### src/rtl/data_memory_mem_stage.sv
// rtl/data_memory_mem_stage.sv - EX/MEM data memory stage with wait-state FSM
// One access in flight; request fields latched on acceptance, all outputs registered.
module data_memory_mem_stage #(
  parameter int DEPTH       = 64,
  parameter int WAIT_CYCLES = 2
) (
  input  logic        clock,
  input  logic        reset,
  input  logic        signal_read_data_memory,
  input  logic        signal_write_data_memory,
  input  logic [31:0] address,
  input  logic [31:0] write_data,
  output logic [31:0] out_read_data,
  output logic        out_ready,
  output logic        out_stall,
  output logic        out_error
);
  localparam int AW = $clog2(DEPTH);
  localparam logic [3:0] CNT_LAST = 4'(WAIT_CYCLES - 1);

  typedef enum logic [1:0] {S_IDLE, S_WAIT, S_DONE} state_t;

  state_t          state_q, state_d;
  logic [3:0]      cnt_q, cnt_d;
  logic            op_write_q;
  logic [AW-1:0]   idx_q;
  logic [31:0]     wdata_q;
  logic [31:0]     mem_q [DEPTH];
  logic [31:0]     rdata_q, rdata_d;
  logic            ready_q, ready_d;
  logic            stall_q, stall_d;
  logic            error_q, error_d;

  logic            any_req, req_valid, accept, commit;
  logic            acc_write;
  logic [AW-1:0]   acc_idx;
  logic [31:0]     acc_wdata;
  logic            addr_unused;

  assign any_req   = signal_read_data_memory | signal_write_data_memory;
  assign req_valid = (signal_read_data_memory ^ signal_write_data_memory) &&
                     (address[1:0] == 2'b00);
  assign accept    = (state_q == S_IDLE) && req_valid;
  assign addr_unused = ^address[31:AW+2];

  // With zero wait states the accepting edge is also the DONE edge, so the inputs bypass the latches.
  assign acc_write = accept ? signal_write_data_memory : op_write_q;
  assign acc_idx   = accept ? address[AW+1:2] : idx_q;
  assign acc_wdata = accept ? write_data : wdata_q;
  assign commit    = (state_d == S_DONE);

  always_ff @(posedge clock or posedge reset) begin
    if (reset) begin
      state_q <= S_IDLE;
      cnt_q   <= 4'd0;
    end else begin
      state_q <= state_d;
      cnt_q   <= cnt_d;
    end
  end

  always_comb begin
    state_d = state_q;
    cnt_d   = cnt_q;
    case (state_q)
      S_IDLE: begin
        if (req_valid) begin
          cnt_d   = 4'd0;
          state_d = (WAIT_CYCLES > 0) ? S_WAIT : S_DONE;
        end
      end
      S_WAIT: begin
        if (cnt_q == CNT_LAST) begin
          state_d = S_DONE;
          cnt_d   = 4'd0;
        end else begin
          cnt_d = cnt_q + 4'd1;
        end
      end
      S_DONE:  state_d = S_IDLE;
      default: state_d = S_IDLE;
    endcase
  end

  always_comb begin
    ready_d = (state_d == S_DONE);
    stall_d = (state_d == S_WAIT);
    error_d = (state_q == S_IDLE) && any_req && !req_valid;
    rdata_d = rdata_q;
    if (commit && !acc_write) begin
      rdata_d = mem_q[acc_idx];
    end
  end

  always_ff @(posedge clock or posedge reset) begin
    if (reset) begin
      op_write_q <= 1'b0;
      idx_q      <= '0;
      wdata_q    <= 32'd0;
      rdata_q    <= 32'd0;
      ready_q    <= 1'b0;
      stall_q    <= 1'b0;
      error_q    <= 1'b0;
      for (int i = 0; i < DEPTH; i++) begin
        mem_q[i] <= 32'd0;
      end
    end else begin
      rdata_q <= rdata_d;
      ready_q <= ready_d;
      stall_q <= stall_d;
      error_q <= error_d;
      if (accept) begin
        op_write_q <= signal_write_data_memory;
        idx_q      <= address[AW+1:2];
        wdata_q    <= write_data;
      end
      if (commit && acc_write) begin
        mem_q[acc_idx] <= acc_wdata;
      end
    end
  end

  assign out_read_data = rdata_q;
  assign out_ready     = ready_q;
  assign out_stall     = stall_q;
  assign out_error     = error_q;
endmodule

### config.mk
export PLATFORM = sky130hd
export DESIGN_NAME = data_memory_mem_stage
export DESIGN_NICKNAME = d
export VERILOG_FILES = /design/src/rtl/data_memory_mem_stage.sv
export SDC_FILE = /design/constraint.sdc
export NUM_CORES = 2
export LEC_CHECK = 0
export BUFFER_PORTS_ARGS = -buffer_cell sky130_fd_sc_hd__buf_2
export CAP_MARGIN = 40
export CELL_PAD_IN_SITES_DETAIL_PLACEMENT = 1
export CELL_PAD_IN_SITES_GLOBAL_PLACEMENT = 1
export CORE_MARGIN = 10
export CORE_UTILIZATION = 47
export CTS_BUF_LIST = sky130_fd_sc_hd__clkbuf_2
export DETAILED_ROUTE_END_ITERATION = 12
export PLACE_DENSITY = 0.8
export REMOVE_ABC_BUFFERS = 1
export SLEW_MARGIN = 20
export SYNTH_ARGS = -nofsm -noshare
export SYNTH_HDL_FRONTEND = slang
export SYNTH_SLANG_ARGS = --single-unit
### constraint.sdc
create_clock -name clock -period 57.9 [get_ports clock]
set_clock_uncertainty 0.15 [all_clocks]
set_input_delay 0 -clock clock [delete_from_list [all_inputs] [get_ports clock]]
set_output_delay 0 -clock clock [all_outputs]
set_load 0.005 [all_outputs]
* After elaboration in Yosys (flattened, before gate mapping)
Cells that the tools add are included.
Storage, ports and cells: output and inout bits 35, input bits 68, bits in registers 2128, logic and storage cells 112
Operators by class: bitwise operators 3, multiplexer cells 15, reductions and logical operators 13, order comparisons 2, add/sub/neg operators 1, eq/ne operators 5
Operator list (number):
- 2048-bit bitwise mux | 1
- 32-bit binary-select mux with 6-bit select | 1
- 32-bit demux with 6-bit select | 1
- 32-bit 2-to-1 mux | 4
- 4-bit 2-to-1 mux | 2
- 4-bit one-hot mux with 2 select lines | 1
- 7-bit >= comparator (second input constant) | 1
- 1-bit logical AND | 7
- 7-bit by 1-bit less-than comparator with 1-bit output (second input constant) | 1
- 6-bit inverter with 7-bit output | 1
- 6-bit 2-to-1 mux | 1
- 4-bit by 1-bit adder with 4-bit output (second input constant) | 1
- 2-bit by 1-bit equality test with 1-bit output (second input constant) | 2
- 4-bit by 1-bit equality test with 1-bit output (second input constant) | 1
- 2-bit logical NOT | 2
- 2-bit 2-to-1 mux | 2
- 2-bit one-hot mux with 2 select lines | 1
- 2-bit equality test (second input constant) | 1
- 1-bit logical NOT | 2
- 2-bit != test (second input constant) | 1
- 2-bit AND reduction | 1
- 2-bit nonzero test | 1
- 1-bit 2-to-1 mux | 1
- 1-bit OR | 1
- 1-bit bitwise XOR | 1

* Logic depth before layout (Yosys ltp)
depth in word-level cells 10, mapped depth 17, mapped depth without buffers 11

* Worst setup path after synthesis
No wires, ideal clock.
path kind register -> register, start register state_q[0], end register rdata_q[2], in the netlist out_read_data[2], clock period less this slack 2.994 ns, path slack 54.906 ns, path buffers 4, required time 57.624 ns, data arrival time 2.718 ns, cell stages (with the launch flop) 13, library setup time 0.126 ns, path through dfrtp_1 -> or2_2 -> buf_2 -> o21ai_2 -> and2_1 -> buf_4 -> clkbuf_1 -> buf_2 -> mux2i_1 -> o22ai_1 -> nor4_1 -> nand4_1 -> o32a_1
Between the ends: cells in the longest elaborated chain, start to end 7, elaborated cells between the ends (all ways) 15, classes of those cells eq/ne (2); mux (8); bitwise (1); reduce/logical (4)
RTL lines:
- start, declared | RTL line 23 | state_t state_q, state_d;
- start signal, assigned | RTL line 57 | state_q <= state_d;
- 2-bit logical NOT | RTL line 43, 65
- 1-bit logical AND | RTL line 43 | assign accept = (state_q == S_IDLE) && req_valid;
- 6-bit 2-to-1 mux
- 6-bit inverter with 7-bit output (not written as such) | RTL line 91 | rdata_d = mem_q[acc_idx];
- 32-bit binary-select mux with 6-bit select | RTL line 91
- 32-bit 2-to-1 mux (not written as such) (2 in a row) | RTL line 91
- end signal, assigned | RTL line 108 | rdata_q <= rdata_d;
- end, declared | RTL line 29 | logic [31:0] rdata_q, rdata_d;
Parallel ways exist; a longest one is shown, timed or not. The select of a mux whose other input is x is not followed. A chain may end at the register's enable or synchronous reset.

* Worst setup path in the final report
start input signal_read_data_memory, end register rdata_q[21], in the netlist out_read_data[21]
Between the ends: cells in the longest elaborated chain, start to end 8, elaborated cells between the ends (all ways) 14, classes of those cells eq/ne (1); mux (7); bitwise (2); reduce/logical (4)
RTL lines:
- start, declared | RTL line 9 | input logic signal_read_data_memory,
- 1-bit bitwise XOR * | RTL line 41 | assign req_valid = (signal_read_data_memory ^ signal_write_data_memory) &&
- 1-bit logical AND * | RTL line 41
- 1-bit logical AND | RTL line 43
- 6-bit 2-to-1 mux
- 6-bit inverter with 7-bit output (not written as such) | RTL line 91
- 32-bit binary-select mux with 6-bit select | RTL line 91
- 32-bit 2-to-1 mux (not written as such) (2 in a row) | RTL line 91
Mark *: on every way between the ends. The rest lies on a longest branch, timed or not. The select of a mux whose other input is x is not followed.

==> flow_results.org <==
** Pwr
- The analysis attributes to cell leakage a power of about 47 nW.
- Peak ir drop on the vdd network :: 0.00003650 V
- Power spread over the standard cell area amounts to just under 40 nW/um2.

** Logic synthesis
- For this run, the leading register cell type out of synthesis is sky130_fd_sc_hd__dfrtp_1.
- Synthesized area per cell :: 9.477 um2
- After synthesis, the share of flip-flops with an asynchronous set or reset is 100.0%.
- The share of the Yosys chip area taken by registers is 57.86%.
- Mux share of post-synthesis cell area :: 7.962%
- Share of the synthesized area in compound gates (AO/OA/AOI/OAI) :: 16.68%
- Of the total synthesized cell area, the portion taken by XOR and XNOR cells is 0%.
- Combinational family with the most area after synthesis :: compound AO/OA/AOI/OAI gates
- Summing every instance area after synthesis gives 92040 um2.
- The synthesized netlist contains 67 unique library cells.
- The Yosys step of the flow raised 0 warnings.
- After Yosys synthesis, and, or, nand and nor cells account for about an eighth of the synthesized area.
- Post-Synth Adder-Cell Area :: less than 1%
- Count of flip-flops with a built-in enable after synthesis :: 0
- The synthesized design contains 2128 register bits.
- Syn Inst Count :: 9712

** Route
- Using the TritonRoute via totals, the vias-per-cell ratio works out to 6.155.
- Wires add up to 344200 um.
- Total number of vias :: between 70000 and 80000
- The first detailed-routing pass took 8 iterations.
- The detailed router finished its first iteration with 7599 violations.
- The detail route stage leaves a number of antenna-violating nets equal to 0.
- In the final routed layout, each cell accounts on average for around 27 um.
- In the routed design, unresolved DRC markers number 0.

** CTS
- Maximum count of clock buffers along a single path :: 4
- Worst-Skew Late Latency :: about 2 ns
- The number of hold buffers added after CTS was 152.
- TritonCTS Sinks :: 2128
- Clock transition at path regs :: 0.11 ns
- Clock tree from TritonCTS :: done
- The H-tree generated during clock tree synthesis spans 6 levels.
- Setup bufs post-CTS :: 0
- After clock tree synthesis, the repair step resized 0 gates.
- The number of clock buffers added by TritonCTS is 569.
- The tree is rooted in a sky130_fd_sc_hd__clkbuf_2.

** Flow run
- The tool flagged a number of max-cap violations equal to 0.

** Setup path
- Cell family contributing the most delay on the critical path :: buffers and inverters
- CP Max Fanout :: 74
- Crit. End Element :: register
- STA puts the critical path data required time at 59.48 ns.
- Bufs and invs on worst path :: 9
- Cells traversed along the worst timing path :: dlygate4sd3_1 -> buf_2 -> dlygate4sd3_1 -> inv_1 -> dlygate4sd3_1 -> ha_1 -> nor3b_2 -> dlygate4sd3_1 -> nand3_1 -> and2_4 -> inv_8 -> buf_4 -> buf_4 -> mux2i_1 -> o22ai_1 -> nor4_1 -> nand4_1 -> o32a_1
- On the worst path, the slowest cell contributes a delay of ~0.93 ns.
- For this design, the slowest cell found on the critical path is sky130_fd_sc_hd__dlygate4sd3_1.
- Type of element launching the critical path :: primary input
- The critical path is of the primary input to register type.
- Arrival time of the worst setup path :: 8.35 ns
- Worst path most repeated cell :: sky130_fd_sc_hd__dlygate4sd3_1

** Run status
- Result of the run :: complete, no violations

** Place
- Detailed placement finished with a half-perimeter wire length of ~200000 um.
- Routability-driven placement finished with a final weighted congestion of 0.8851.
- In this run the tool buffered the top-level ports with between 70 and 80 buffer cells.
- Post-placement cell count :: 11770

** Finish
- The top cell types in the final layout, fill and taps aside, are sky130_fd_sc_hd__dfrtp_1 (2128), sky130_fd_sc_hd__nand2_1 (1963), sky130_fd_sc_hd__o21ai_0 (1429).
- Most frequent standard cell in the layout excluding fill and tap cells :: sky130_fd_sc_hd__dfrtp_1
- Fraction of layout instances using a drive strength above 1 :: roughly 13%
- The net count of the finished layout is 9981.
- Count of non-filler cells in the finished layout :: 12900
- Post-route core utilization :: approximately 53%
- The area growth from synthesis to layout is 11.45%.

** Timing
- The number of pins with negative max-slew slack in the final report is 0.
- Setup TNS :: 0 ns
- Final critical delay including setup and external delays :: 6.765 ns
- The worst path uses between 10% and 20% of the clock period.
- Unrepaired setup endpoints after global routing :: no
- The hold violation count in the final report came to 0.
- Slew HR :: under 10%
- Maximum clock frequency :: 147.8 MHz
- Worst slew pin tran :: 1.352 ns
- Final setup violating endpoints :: 0

** GRT
- Global routing finished with a remaining overflow of 0.
- The first global-routing pass estimated 517200 um of wire.
- Total track usage :: between 30% and 40%
- Entering global routing, the biggest net connects 173 pins.
- Initial antenna violation count :: 23
- The via count of the first global-routing pass is about 85000.

** Min path
- Hold crit path type :: primary input to register

** Floorplanning
- Starting Density :: 47.25%
- The initialized floorplan defines 162 standard-cell rows.
- Floorplan die area :: between 200000 and 250000 um2
- Area of the core :: 194800 um2
- Die Width :: 462.5 um
- Pin placement for this block handled 103 I/O pins.
- Die outline height :: 462.5 um
==> tightest hold or removal path, stage by stage <==
cell	delay, ns
sky130_fd_sc_hd__dlygate4sd3_1	0.52
sky130_fd_sc_hd__buf_2	0.11
sky130_fd_sc_hd__dlygate4sd3_1	0.63
sky130_fd_sc_hd__mux2i_4	0.08
sky130_fd_sc_hd__dlygate4sd3_1	0.57
sky130_fd_sc_hd__buf_4	0.17
sky130_fd_sc_hd__inv_1	0.05
==> registers in the layout, summed over array words and instances (netlist names) <==
name / cells
cnt_q: 4
idx_q: 6
mem_q: 2048
op_write_q: 1
out_error: 1
out_read_data: 32
out_ready: 1
out_stall: 1
state_q: 2
wdata_q: 32
==> layer usage <==
metal | up-vias | routed length, um | global-route usage (%)
met2 | 3766 | 157700 | 49.58
met5 | - | 134 | 0
met3 | 1076 | 32370 | 7.737
li1 | 34050 | - | -
met1 | 40480 | 135400 | 39.44
met4 | 20 | 18510 | 16.71
==> layout make-up <==
class,count,area (um2)
fill,22100,92210
sequential,2128,53250
multi-input combinational,6634,35990
timing repair buffer,531,5303
clock buffer,817,4089
tap,2624,3283
clock inverter,107,442.9
inverter,46,192.7
antenna,10,25.02
==> Yosys cell counts, types with 4 or more instances <==
cell                        instances  share of area, %
sky130_fd_sc_hd__buf_1             27              0.11
sky130_fd_sc_hd__o32a_1            26              0.28
sky130_fd_sc_hd__and3_1            23              0.16
sky130_fd_sc_hd__nand2_1         2008               8.2
sky130_fd_sc_hd__a211oi_1          25              0.20
sky130_fd_sc_hd__a21oi_1          864               4.7
sky130_fd_sc_hd__o21ai_1           14             0.076
sky130_fd_sc_hd__or2_2              5             0.034
sky130_fd_sc_hd__buf_4              8             0.065
sky130_fd_sc_hd__o21ai_0         1431               7.8
sky130_fd_sc_hd__a32oi_1           11              0.10
sky130_fd_sc_hd__mux2i_1          731               8.0
sky130_fd_sc_hd__a221oi_1          22              0.21
sky130_fd_sc_hd__a31oi_1           38              0.26
sky130_fd_sc_hd__or4_1             22              0.18
sky130_fd_sc_hd__nand4_1           40              0.27
sky130_fd_sc_hd__nand2b_1           8             0.054
sky130_fd_sc_hd__a32o_1             4             0.044
sky130_fd_sc_hd__o22ai_1          332               2.3
sky130_fd_sc_hd__nor2b_1            6             0.041
sky130_fd_sc_hd__nor3_1            22              0.12
sky130_fd_sc_hd__buf_2            167              0.91
sky130_fd_sc_hd__a311oi_1          26              0.25
sky130_fd_sc_hd__and2_1             4             0.027
sky130_fd_sc_hd__o31ai_1            7             0.057
sky130_fd_sc_hd__a2111oi_0          6             0.057
sky130_fd_sc_hd__clkbuf_1         700               2.9
sky130_fd_sc_hd__nand3_1           63              0.34
sky130_fd_sc_hd__o21a_1             5             0.041
sky130_fd_sc_hd__o211ai_1           4             0.033
sky130_fd_sc_hd__nor2_1           722               2.9
sky130_fd_sc_hd__nor4_1           100              0.68
sky130_fd_sc_hd__o41ai_1            4             0.038
sky130_fd_sc_hd__inv_1             44              0.18
sky130_fd_sc_hd__nor3_2             4             0.044
sky130_fd_sc_hd__o2111ai_1          4             0.038
sky130_fd_sc_hd__dfrtp_1         2128                58
sky130_fd_sc_hd__nor3b_1            7             0.057
==> per-stage QoR <==
| stage | hold slack, ns | setup WS [ns] | cell area (um2) | power (mW) |
|---|---|---|---|---|
| after floorplan | -0.04456 | -2.368 | 88390 | 2.539 |
| after global placement | 0.1088 | 51.23 | 94750 | 2.829 |
| after detailed placement | -0.1713 | 51.43 | 95640 | 2.879 |
| after CTS | 0.01931 | 51.50 | 101700 | 3.913 |
| after global routing | 0.1163 | 50.93 | 102600 | 4.112 |
| final | 0.1225 | 51.13 | 102600 | 3.949 |
==> logic make-up after synthesis <==
logic type,count (synthesis)
buffers and inverters,950
AO/OA/AOI/OAI,2847
adder cells (fa/ha/maj),3
AND/OR/NAND/NOR,3052
flip-flops,2128
multiplexers,732
==> path summary, 6_finish.rpt <==
path                                         startpoint                end  slack [ns]  depth (start not counted)
worst max-delay path            signal_read_data_memory  out_read_data[21]       51.13                         18
worst min-delay path                     write_data[31]        wdata_q[31]        0.12                          7
worst max register to register               state_q[1]  out_read_data[19]       51.42                         12
worst min register to register              mem_q[1859]        mem_q[1859]        0.33                          2
max in group asynchronous                         reset        wdata_q[12]       53.61                         14
min in group asynchronous                         reset           idx_q[5]        0.17                          7
==> report_power, final <==
group	leakage [nW]	switching [mW]	total, mW	internal (mW)
clock	3.63	0.635	1.01	0.375
combinational	14.2	0.916	1.25	0.336
sequential	29.5	0.0854	1.69	1.60
Power figures use the tool's default switching activity.
